--- config.mk ---
export PLATFORM = sky130hd
export DESIGN_NAME = shift_reg_universal
export DESIGN_NICKNAME = d
export VERILOG_FILES = /design/src/rtl/shift_reg_universal.sv
export SDC_FILE = /design/constraint.sdc
export NUM_CORES = 1
export LEC_CHECK = 0
export BUFFER_PORTS_ARGS = -buffer_cell sky130_fd_sc_hd__buf_2
export CORE_UTILIZATION = 45
export CTS_CLUSTER_SIZE = 20
export DETAILED_ROUTE_END_ITERATION = 8
export GPL_TIMING_DRIVEN = 0
export PLACE_DENSITY = 0.69
export SLEW_MARGIN = 10
export SYNTH_ARGS = -nofsm -noshare
export SYNTH_HDL_FRONTEND = slang
export SYNTH_SLANG_ARGS = --single-unit
--- constraint.sdc ---
create_clock -name clk -period 2.5 [get_ports clk]
set_clock_uncertainty 0.15 [all_clocks]
set_input_delay 0.5 -clock clk [delete_from_list [all_inputs] [get_ports clk]]
set_output_delay 0.5 -clock clk [all_outputs]
set_load 0.02 [all_outputs]
--- src/rtl/shift_reg_universal.sv ---
// Universal shift register: hold/load/shift/rotate/arithmetic-shift with registered serial out.
// Burst engine runs a latched operation count times autonomously, signalling busy/done.
module shift_reg_universal #(
  parameter int WIDTH = 8,
  parameter int CNT_W = $clog2(WIDTH + 1)
) (
  input  logic             clk,
  input  logic             rst,
  input  logic [2:0]       mode_i,
  input  logic             sin_i,
  input  logic [WIDTH-1:0] par_i,
  input  logic             start_i,
  input  logic [CNT_W-1:0] count_i,
  output logic [WIDTH-1:0] P,
  output logic             sout_o,
  output logic             busy_o,
  output logic             done_o
);

  localparam logic [2:0] M_HOLD = 3'd0;
  localparam logic [2:0] M_LOAD = 3'd1;
  localparam logic [2:0] M_SHL  = 3'd2;
  localparam logic [2:0] M_SHR  = 3'd3;
  localparam logic [2:0] M_ROL  = 3'd4;
  localparam logic [2:0] M_ROR  = 3'd5;
  localparam logic [2:0] M_ASR  = 3'd6;

  localparam logic [CNT_W-1:0] LP_CNT_MAX = CNT_W'(WIDTH);
  localparam logic [CNT_W-1:0] LP_CNT_ONE = CNT_W'(1);

  typedef enum logic {S_IDLE, S_BURST} state_t;

  state_t           r_state;
  state_t           w_state_nxt;
  logic [CNT_W-1:0] r_cnt;
  logic [CNT_W-1:0] w_cnt_nxt;
  logic [2:0]       r_mode;
  logic [2:0]       w_mode_nxt;
  logic             r_done;
  logic             w_done_nxt;
  logic [2:0]       w_op;
  logic             w_start_ok;
  logic [CNT_W-1:0] w_cnt_sat;
  logic [WIDTH-1:0] w_p_nxt;
  logic             w_sout_nxt;

  // Only the shift/rotate modes can be bursted; LOAD/HOLD/reserved fall back to single-step.
  assign w_start_ok = start_i && (mode_i >= M_SHL) && (mode_i <= M_ASR);
  assign w_cnt_sat  = (count_i > LP_CNT_MAX) ? LP_CNT_MAX : count_i;

  always_ff @(posedge clk or posedge rst) begin
    if (rst) begin
      r_state <= S_IDLE;
      r_cnt   <= '0;
      r_mode  <= M_HOLD;
      r_done  <= 1'b0;
    end else begin
      r_state <= w_state_nxt;
      r_cnt   <= w_cnt_nxt;
      r_mode  <= w_mode_nxt;
      r_done  <= w_done_nxt;
    end
  end

  always_comb begin
    w_state_nxt = r_state;
    case (r_state)
      S_IDLE:  if (w_start_ok && (w_cnt_sat != '0)) w_state_nxt = S_BURST;
      S_BURST: if (r_cnt == LP_CNT_ONE) w_state_nxt = S_IDLE;
      default: w_state_nxt = S_IDLE;
    endcase
  end

  always_comb begin
    w_op       = M_HOLD;
    w_cnt_nxt  = r_cnt;
    w_mode_nxt = r_mode;
    w_done_nxt = 1'b0;
    case (r_state)
      S_IDLE: begin
        if (w_start_ok) begin
          // Accept edge performs no operation; a zero-length burst completes immediately.
          if (w_cnt_sat == '0) begin
            w_done_nxt = 1'b1;
          end else begin
            w_cnt_nxt  = w_cnt_sat;
            w_mode_nxt = mode_i;
          end
        end else begin
          w_op = mode_i;
        end
      end
      S_BURST: begin
        w_op      = r_mode;
        w_cnt_nxt = r_cnt - LP_CNT_ONE;
        if (r_cnt == LP_CNT_ONE) w_done_nxt = 1'b1;
      end
      default: w_op = M_HOLD;
    endcase
  end

  always_comb begin
    w_p_nxt    = P;
    w_sout_nxt = sout_o;
    case (w_op)
      M_LOAD: w_p_nxt = par_i;
      M_SHL: begin
        w_p_nxt    = {P[WIDTH-2:0], sin_i};
        w_sout_nxt = P[WIDTH-1];
      end
      M_SHR: begin
        w_p_nxt    = {sin_i, P[WIDTH-1:1]};
        w_sout_nxt = P[0];
      end
      M_ROL: begin
        w_p_nxt    = {P[WIDTH-2:0], P[WIDTH-1]};
        w_sout_nxt = P[WIDTH-1];
      end
      M_ROR: begin
        w_p_nxt    = {P[0], P[WIDTH-1:1]};
        w_sout_nxt = P[0];
      end
      M_ASR: begin
        w_p_nxt    = {P[WIDTH-1], P[WIDTH-1:1]};
        w_sout_nxt = P[0];
      end
      default: begin
        w_p_nxt    = P;
        w_sout_nxt = sout_o;
      end
    endcase
  end

  always_ff @(posedge clk or posedge rst) begin
    if (rst) begin
      P      <= '0;
      sout_o <= 1'b0;
    end else begin
      P      <= w_p_nxt;
      sout_o <= w_sout_nxt;
    end
  end

  assign busy_o = (r_state == S_BURST);
  assign done_o = r_done;

endmodule

==> impl_metrics.ini, run 1 <==
[sta]
fin_crit_ns = 1.98
slew_viol_final = 0
hold_viol = 0
final.setup.tns_ns = 0
fin_crit_sh_pct = 79.3
worst_slew_margin_rel_pct = 53.0
timing.final.ws_setup_ns = 0.517
tightest_slew_ns = 0.704
setup_viol = 0
rsz0062_at_grt = false
max_freq_mhz = 504

[route]
wl_met2_um = 1380
ant_nets = 0
wl_met1_um = 1300
vias_per_cell = 6.04
dr.first_iter.drc_count = 31
drc = 0
met3_length_um = 97
via_count = 1160
routed.top_layer = met4
post_drt_wl_per_cell_um = 14.6
firstDrtPassIters = 4
drt_wl_total_um = 2790

[global_routing]
grt_overflow = 0
grt_max_degree = 19
first_global_vias = 1024
grt_first_pass_wirelength_um = 4400
grtUsageTotal_pct = 21.3
antenna_found_initial = 0

[synthesis]
ys_seq_area_share_pct = 37.1
synth_nets = 150
syn_area_mm2 = 0.00121
async_reset_ff_share_pct = 100
synth_cell_type_count = 39
ys_ff_latch = 18
synth_top_area_share_pct = 37.1
synth_top_area_cell = dfrtp_1
yosys_most_used_dff = dfrtp_1
yosys_warnings = 0
syn_inst = 129
synth_area_leaders = dfrtp_1, mux2i_1, a211oi_1
synth_edf_count = 0
syn_avg_cell_area_um2 = 9.41

[power]
cellPowerDensity_mw_per_mm2 = 1520
p_sw_mw = 1.05
p_sw_share_pct = 48.3
total_power_mw = 2.18
clkPwrFrac_pct = 8.6
vdd_drop_max_mv = 0.935
leakagePower_nw = 0.673
seqPwrFrac_pct = 27.4
p_comb_share_pct = 64.0
p_int_mw = 1.12

[cts]
clk_pin_slew_ns = 0.11
cts_sinks = 18
cts_tree = done
cts_root_buffer = clkbuf_4
cts_buffers = 3
clock_latency_ns = 0.30
cts_resized = 0
cts_buffer_depth = 2
cts_hold_buf = 0
cts_max_level = 1
post-cts-setup-buffer-count = 0

[outcome]
status = finished clean

[setup_path]
r2r_start = busy_o$_DFF_PP0_
worstSetupEndpointType = flop
critPathLaunch = busy_o$_DFF_PP0_
worstPathArrival_ns = 2.02
critPathMaxFanout = 7
worstSetupPathType = reg -> reg
startpoint_type = flop
required_ns = 2.54

[place]
placed_cell_area_mm2 = 0.00140
gp_congestion = 0.797
dp.final_hpwl_um = 2090
pre_cts_ws_ns = 0.312
portBuffers = 29

[layout]
syn2layout_area_growth_pct = 18.0
design_area_mm2 = 0.00143
drive_gt1_share_pct = 29.6
layout.nets = 184
num_antenna_cells = 0
n_fill_cell = 237
fin_util_pct = 56.8

[floorplanning]
die_h_um = 53.9
dieWidth_um = 53.9
core_area_mm2 = 0.00252
pin_count = 30
initial_core_util_pct = 48.1
fp-row-count = 18
die_area_mm2 = 0.00291

[job]
cap_viol_max_count = 0

[worst_hold_path]
holdCritPathClass = in -> async
cells by family after synthesis:
logic type               Yosys count  share of synthesized area [%]
AO/OA/AOI/OAI                     47                           30.5
AND/OR/NAND/NOR                   38                           15.7
flip-flops                        18                           37.1
buffers and inverters             14                           6.19
multiplexers                       9                           7.73
adder cells (fa/ha/maj)            2                           2.06
XOR/XNOR                           1                          0.722
cells in the mapped netlist (3+ instances only):
cell / instances
o22ai_1: 6
nand3_1: 8
nand2_1: 6
nor2_1: 11
a21oi_1: 6
a221oi_1: 6
inv_1: 11
mux2_2: 3
dfrtp_1: 18
mux2i_1: 6
a211oi_1: 8
buf_6: 3
nor2b_1: 3
per-layer routing:
layer  GRT usage [%]  vias up
li1                -      556
met1            28.2      569
met2            33.3       33
met3            3.39        2
met4            11.0        0
met5               0        -
power groups by stage:
stage | Combinational [mW] | Clock, mW | Sequential (mW)
after floorplan | 0.988 | 0 | 0.669
after global placement | 1.36 | 0 | 0.592
after detailed placement | 1.38 | 0 | 0.599
after CTS | 1.39 | 0.189 | 0.593
after global routing | 1.54 | 0.201 | 0.613
final | 1.39 | 0.187 | 0.595
sequential cells by signal, summed over array words and instances (netlist names):
register	flops
P	8
r_cnt	4
r_mode	3
busy_o	1
done_o	1
sout_o	1
final cells by class:
cell class | count | area, um^2 | share of cell area (%)
sequential | 18 | 450 | 31.4
buffer | 3 | 33.8 | 2.36
multi-input combinational | 97 | 688 | 48.0
inverter | 11 | 41.3 | 2.88
tap | 30 | 37.5 | 2.62
timing repair buffer | 29 | 145 | 10.1
clock buffer | 4 | 36.3 | 2.53
through the flow:
stage | cells | hold slack [ns]
detailed placement | 188 | 0.348
CTS | 192 | 0.173
global placement | 188 | 0.344
global route | 192 | 0.204
floorplan | 129 | 0.289
finish | 192 | 0.144
cell usage in the layout, fill, tap and decap left out, drive strengths merged:
| cell | n |
|---|---|
| o31ai | 2 |
| or4 | 1 |
| a221oi | 6 |
| o311a | 1 |
| xor2 | 1 |
| nor2b | 3 |
| ha | 2 |
| a2bb2oi | 1 |
| nor3 | 2 |
| a311o | 2 |
| clkbuf | 4 |
| a211oi | 8 |
| mux2 | 3 |
| a21oi | 8 |
| o211ai | 2 |
| a21o | 2 |
| nor3b | 1 |
| o21a | 1 |
| or2b | 1 |
| o22ai | 6 |
| buf | 32 |
| a311oi | 1 |
| a21boi | 3 |
| nor2 | 11 |
| dfrtp | 18 |
| o32ai | 1 |
| nor4 | 1 |
| nand3 | 8 |
| mux2i | 6 |
| nand2b | 2 |
| o2111ai | 1 |
| nand2 | 8 |
| o21ai | 2 |
| inv | 11 |
final timing paths:
path,cells past startpoint,slack [ns],to
hold / removal,2,0.14,P[4]$_DFFE_PP0P_
max in group asynchronous,2,1.61,P[1]$_DFFE_PP0P_
hold reg to reg,1,0.37,r_mode[0]$_DFFE_PP0P_
min in group clk,2,0.35,r_cnt[3]$_DFFE_PP0P_
setup / recovery,5,0.52,P[6]$_DFFE_PP0P_
setup reg to reg,5,0.52,P[6]$_DFFE_PP0P_
worst max-delay path, stage by stage (launching register included):
cell	delay, ns
dfrtp_1	0.48
nor2b_1	0.31
a21o_1	0.29
nand2_1	0.23
a221oi_1	0.32
nor3_1	0.09
No activity file was read; power rests on OpenSTA's default activity.
==> inputs of run 2 (changes only) <==
--- a/config.mk
+++ b/config.mk
@@ -10,7 +10,7 @@
 export CTS_CLUSTER_SIZE = 20
 export DETAILED_ROUTE_END_ITERATION = 8
 export GPL_TIMING_DRIVEN = 0
-export PLACE_DENSITY = 0.69
+export PLACE_DENSITY = 0.72
 export SLEW_MARGIN = 10
 export SYNTH_ARGS = -nofsm -noshare
 export SYNTH_HDL_FRONTEND = slang
==> constraint.sdc (replaced) <==
create_clock -name clk -period 1.8 [get_ports clk]
set_clock_uncertainty 0.15 [all_clocks]
set_input_delay 0.36 -clock clk [delete_from_list [all_inputs] [get_ports clk]]
set_output_delay 0.36 -clock clk [all_outputs]
set_load 0.02 [all_outputs]
==> run 2 against run 1 <==
  * The flow now finishes with violations (setup timing)
  * Combinational power increased by 120%
  * Maximum frequency grew 5.2%
  * Cell count rose by 5.7%
  * Utilization is 14 points higher
  * Largest cell class unchanged
==> impl_metrics.ini, run 2 (same netlist as run 1, synthesis figures left out) <==
[outcome]
status = finished with violations
violations = setup timing

[power]
p_comb_share_pct = 73.0
leakagePower_nw = 0.778
vdd_drop_max_mv = 1.40
cellPowerDensity_mw_per_mm2 = 2320
clkPwrFrac_pct = 5.3
p_sw_share_pct = 48.5
seqPwrFrac_pct = 21.6
total_power_mw = 4.14
p_int_mw = 2.13
p_sw_mw = 2.01

[route]
firstDrtPassIters = 4
vias_per_cell = 6.01
post_drt_wl_per_cell_um = 17.5
via_count = 1221
ant_nets = 0
dr.first_iter.drc_count = 34
drc = 0
drt_wl_total_um = 3550

[floorplanning]
pin_count = 30
core_area_mm2 = 0.00252
fp-row-count = 18
die_h_um = 53.9
die_area_mm2 = 0.00291
initial_core_util_pct = 48.1
dieWidth_um = 53.9

[global_routing]
grt_overflow = 0
first_global_vias = 1113
grtUsageTotal_pct = 23.7
antenna_found_initial = 0
grt_first_pass_wirelength_um = 5040
grt_max_degree = 19

[setup_path]
critPathLaunch = busy_o$_DFF_PP0_
path_buf_inv = 0
worstSetupPathType = reg -> reg
worstSetupEndpointType = flop
startpoint_type = flop
cp_cell_sequence = mux2i_4, a21oi_4, mux2i_1, o32ai_1, a311o_1
crit_path_top_delay_cell = dfrtp_2
r2r_start = busy_o$_DFF_PP0_
cp_top_family = compound AO/OA/AOI/OAI gates
critPathMaxFanout = 6
required_ns = 1.84
critPathMaxStageDelay_ns = 0.51
worstPathArrival_ns = 1.93

[layout]
layout.nets = 195
layout_commonest_cell = buf_2
num_antenna_cells = 0
drive_gt1_share_pct = 53.8
final_cell_mix = buf_2, dfrtp_1, inv_1
design_area_mm2 = 0.00178
syn2layout_area_growth_pct = 47.0
fin_util_pct = 70.7
n_fill_cell = 188
largest_reg_flops = 8
top_register = P
fin_cells = 203
largestRegisters = P (8), r_cnt (4), r_mode (3)

[cts]
cts_buffers = 3
clk_pin_slew_ns = 0.11
cts_hold_buf = 0
cts_sinks = 18
cts_buffer_depth = 2
clock_latency_ns = 0.30
cts_max_level = 1
cts_tree = done
cts_root_buffer = clkbuf_4

[sta]
max_freq_mhz = 530
fin_crit_ns = 1.89
setup_viol = 7
timing.final.ws_setup_ns = -0.0851
slew_viol_final = 0
hold_ws_ns = 0.00902
fin_crit_sh_pct = 105
worst_slew_margin_rel_pct = 52.2
rsz0062_at_grt = true
hold_viol = 0
tightest_slew_ns = 0.716
final.setup.tns_ns = -0.274

[place]
placed_cell_area_mm2 = 0.00141
dp.final_hpwl_um = 2070
pre_cts_ws_ns = -0.216
portBuffers = 29
gp_congestion = 0.795
dp.cells = 188

[worst_hold_path]
holdCritPathClass = in -> async

[job]
cap_viol_max_count = 0
[run 2: path summary, 6_finish.rpt]
kind,endpoint,slack [ns],cells past startpoint
max reg2reg,P[7]$_DFFE_PP0P_,-0.09,5
min in group clk,r_cnt[3]$_DFFE_PP0P_,0.22,2
max in group asynchronous,busy_o$_DFF_PP0_,1.00,2
max,P[7]$_DFFE_PP0P_,-0.09,5
min,r_cnt[0]$_DFFE_PP0P_,0.009,2
min reg2reg,r_cnt[2]$_DFFE_PP0P_,0.38,1
[run 2: metal layers]
layer | vias to the layer above | wire, um | track usage, %
met5 | - | 0 | 0
met4 | 0 | 29 | 6.14
met3 | 4 | 104 | 3.39
met2 | 34 | 1870 | 42.0
met1 | 599 | 1550 | 29.8
li1 | 584 | - | -
[run 2: timing repair]
action / CTS / global route
endpoints found under the setup margin: 8 / 9
pin swaps: 2 / 8
gates resized for setup: 10 / 38
buffers inserted: 8 / 3
[run 2: final cells by class]
type,count,area (um^2),share of cell area (%)
plain buffers,3,37.5,2.10
inverters,11,41.3,2.31
clock buffers,4,26.3,1.47
repair buffers,40,255,14.3
flip-flops and latches,18,452,25.3
well taps,30,37.5,2.10
multi-input cells,97,935,52.4
[run 2: power groups by stage]
stage / clock, mW / sequential, mW / combinational (mW)
6_report: 0.221 / 0.895 / 3.02
3_3_place_gp: 0 / 0.822 / 1.90
3_5_place_dp: 0 / 0.836 / 1.93
2_1_floorplan: 0 / 0.931 / 1.38
5_1_grt: 0.241 / 0.925 / 3.24
4_1_cts: 0.219 / 0.844 / 2.19
==> inputs of run 3 (changes only) <==
==> constraint.sdc (replaced) <==
create_clock -name clk -period 1.8 [get_ports clk]
set_clock_uncertainty 0.15 [all_clocks]
set_input_delay 0.09 -clock clk [delete_from_list [all_inputs] [get_ports clk]]
set_output_delay 0.09 -clock clk [all_outputs]
set_load 0.02 [all_outputs]
==> run 3 against run 2 <==
  * The run still ends with setup timing left
  * Hold slack better by 0.012 ns
  * Global-route usage increased by 1.9 points
  * Combinational power shrank 20%
  * Critical endpoint is now P[1]$_DFFE_PP0P_
  * Highest routed layer unchanged
==> impl_metrics.ini, run 3 (same netlist as run 1, synthesis figures left out) <==
[global_routing]
grt_max_degree = 19
met2_usage_pct = 42.6
grt_first_pass_wirelength_um = 5310
use_met3_pct = 3.67
grt_util_met1_pct = 32.4
grtUsageTotal_pct = 25.6
busiest_layer = met2
first_global_vias = 1172
grt_overflow = 0
antenna_found_initial = 0

[sta]
hold_viol = 0
hold_ws_ns = 0.0206
tightest_slew_ns = 0.721
setup_viol = 4
fin_crit_ns = 1.85
final.setup.tns_ns = -0.115
rsz0062_at_grt = true
slew_viol_final = 0
max_freq_mhz = 542
timing.final.ws_setup_ns = -0.0451
fin_crit_sh_pct = 103
worst_slew_margin_rel_pct = 51.9

[floorplanning]
initial_core_util_pct = 48.1
dieWidth_um = 53.9
core_area_mm2 = 0.00252
die_h_um = 53.9
pin_count = 30
fp-row-count = 18
die_area_mm2 = 0.00291

[layout]
largest_reg_flops = 8
largestRegisters = P (8), r_cnt (4), r_mode (3)
num_antenna_cells = 0
top_register = P
syn2layout_area_growth_pct = 39.7
layout.nets = 203
final_cell_mix = buf_2, dfrtp_1, nor2_1, dlygate4sd3_1, inv_1
drive_gt1_share_pct = 39.2
fin_util_pct = 67.2
layout_commonest_cell = buf_2

[setup_path]
rrSetupSlack_ns = -0.05
worstPathArrival_ns = 1.87
required_ns = 1.83
worstSetupEndpointType = flop
startpoint_type = flop
ff2ff_path_depth = 5
worstSetupPathType = reg -> reg
critPathMaxFanout = 7

[route]
drt_wl_total_um = 3300
post_drt_wl_per_cell_um = 15.6
drc = 0
ant_nets = 0
dr.first_iter.drc_count = 22
via_count = 1254
firstDrtPassIters = 4
vias_per_cell = 5.94

[cts]
cts_root_buffer = clkbuf_4
cts_max_level = 1
clock_latency_ns = 0.30
cts_sinks = 18
cts_buffers = 3
cts_tree = done
cts_buffer_depth = 2
clk_pin_slew_ns = 0.11

[job]
cap_viol_max_count = 0

[place]
dp.final_hpwl_um = 2120
gp_congestion = 0.804
portBuffers = 29

[outcome]
violations = setup timing
status = finished with violations

[worst_hold_path]
holdCritPathClass = in -> reg
hold_depth = 2

[power]
leakagePower_nw = 0.767
vdd_drop_max_mv = 1.24
cellPowerDensity_mw_per_mm2 = 2090
[run 3: changes by cell type in the layout (fill, tap and decap cells not counted), sizes merged]
cell         change
buf              -3
clkinvlp         +1
inv              -1
dlygate4sd3     +11
[run 3: area by class of cell]
cell class	instances	area, um^2
multi-input cells	97	776
clock buffers	4	36.3
repair buffers	48	315
well taps	30	37.5
fillers	203	827
plain buffers	3	33.8
flip-flops and latches	18	452
inverters	11	45.0
[run 3: critical path, stage by stage, from the launching register on]
cell      delay [ns]
dfrtp_2         0.48
mux2i_1         0.31
a21o_1          0.18
nand2_2         0.17
a221oi_1        0.35
a211oi_1        0.09
[run 3: repair_timing]
item,in CTS,in global routing
buffers inserted,8,0
hold buffers,11,0
pin swaps,2,0
gates resized for setup,16,2
setup endpoints to repair,8,10
endpoints found under the hold margin,27,0
[run 3: path summary, 6_finish.rpt]
| check | start | to |
|---|---|---|
| max | busy_o$_DFF_PP0_ | P[1]$_DFFE_PP0P_ |
| min | mode_i[2] | r_mode[2]$_DFFE_PP0P_ |
| max reg2reg | busy_o$_DFF_PP0_ | P[1]$_DFFE_PP0P_ |
| min reg2reg | r_mode[1]$_DFFE_PP0P_ | r_mode[1]$_DFFE_PP0P_ |
| max in group asynchronous | rst | busy_o$_DFF_PP0_ |
| min in group asynchronous | rst | r_cnt[1]$_DFFE_PP0P_ |
[run 3: where the power goes]
part / internal (mW) / switching (mW) / total [mW] / leakage, nW
Combinational: 1.09 / 1.33 / 2.42 / 0.542
Clock: 0.123 / 0.136 / 0.259 / 0.0210
Sequential: 0.623 / 0.234 / 0.857 / 0.205
Total: 1.84 / 1.70 / 3.54 / 0.767
[run 3: layer usage]
layer	up-vias	share of wire, %
met3	8	3.9
met5	-	0
met4	0	1.9
li1	601	-
met2	32	51
met1	613	43
[run 3: per-stage QoR]
| stage | setup slack (ns) | cell area [um^2] | instances | total power [mW] |
|---|---|---|---|---|
| finish | -0.0451 | 1700 | 211 | 3.54 |
| global route | -0.0993 | 1700 | 211 | 3.80 |
| CTS | 0.00100 | 1690 | 211 | 3.45 |
| detailed placement | -0.172 | 1400 | 188 | 2.75 |
| global placement | -0.104 | 1400 | 188 | 2.70 |
| floorplan | 0.0174 | 1210 | 129 | 2.30 |
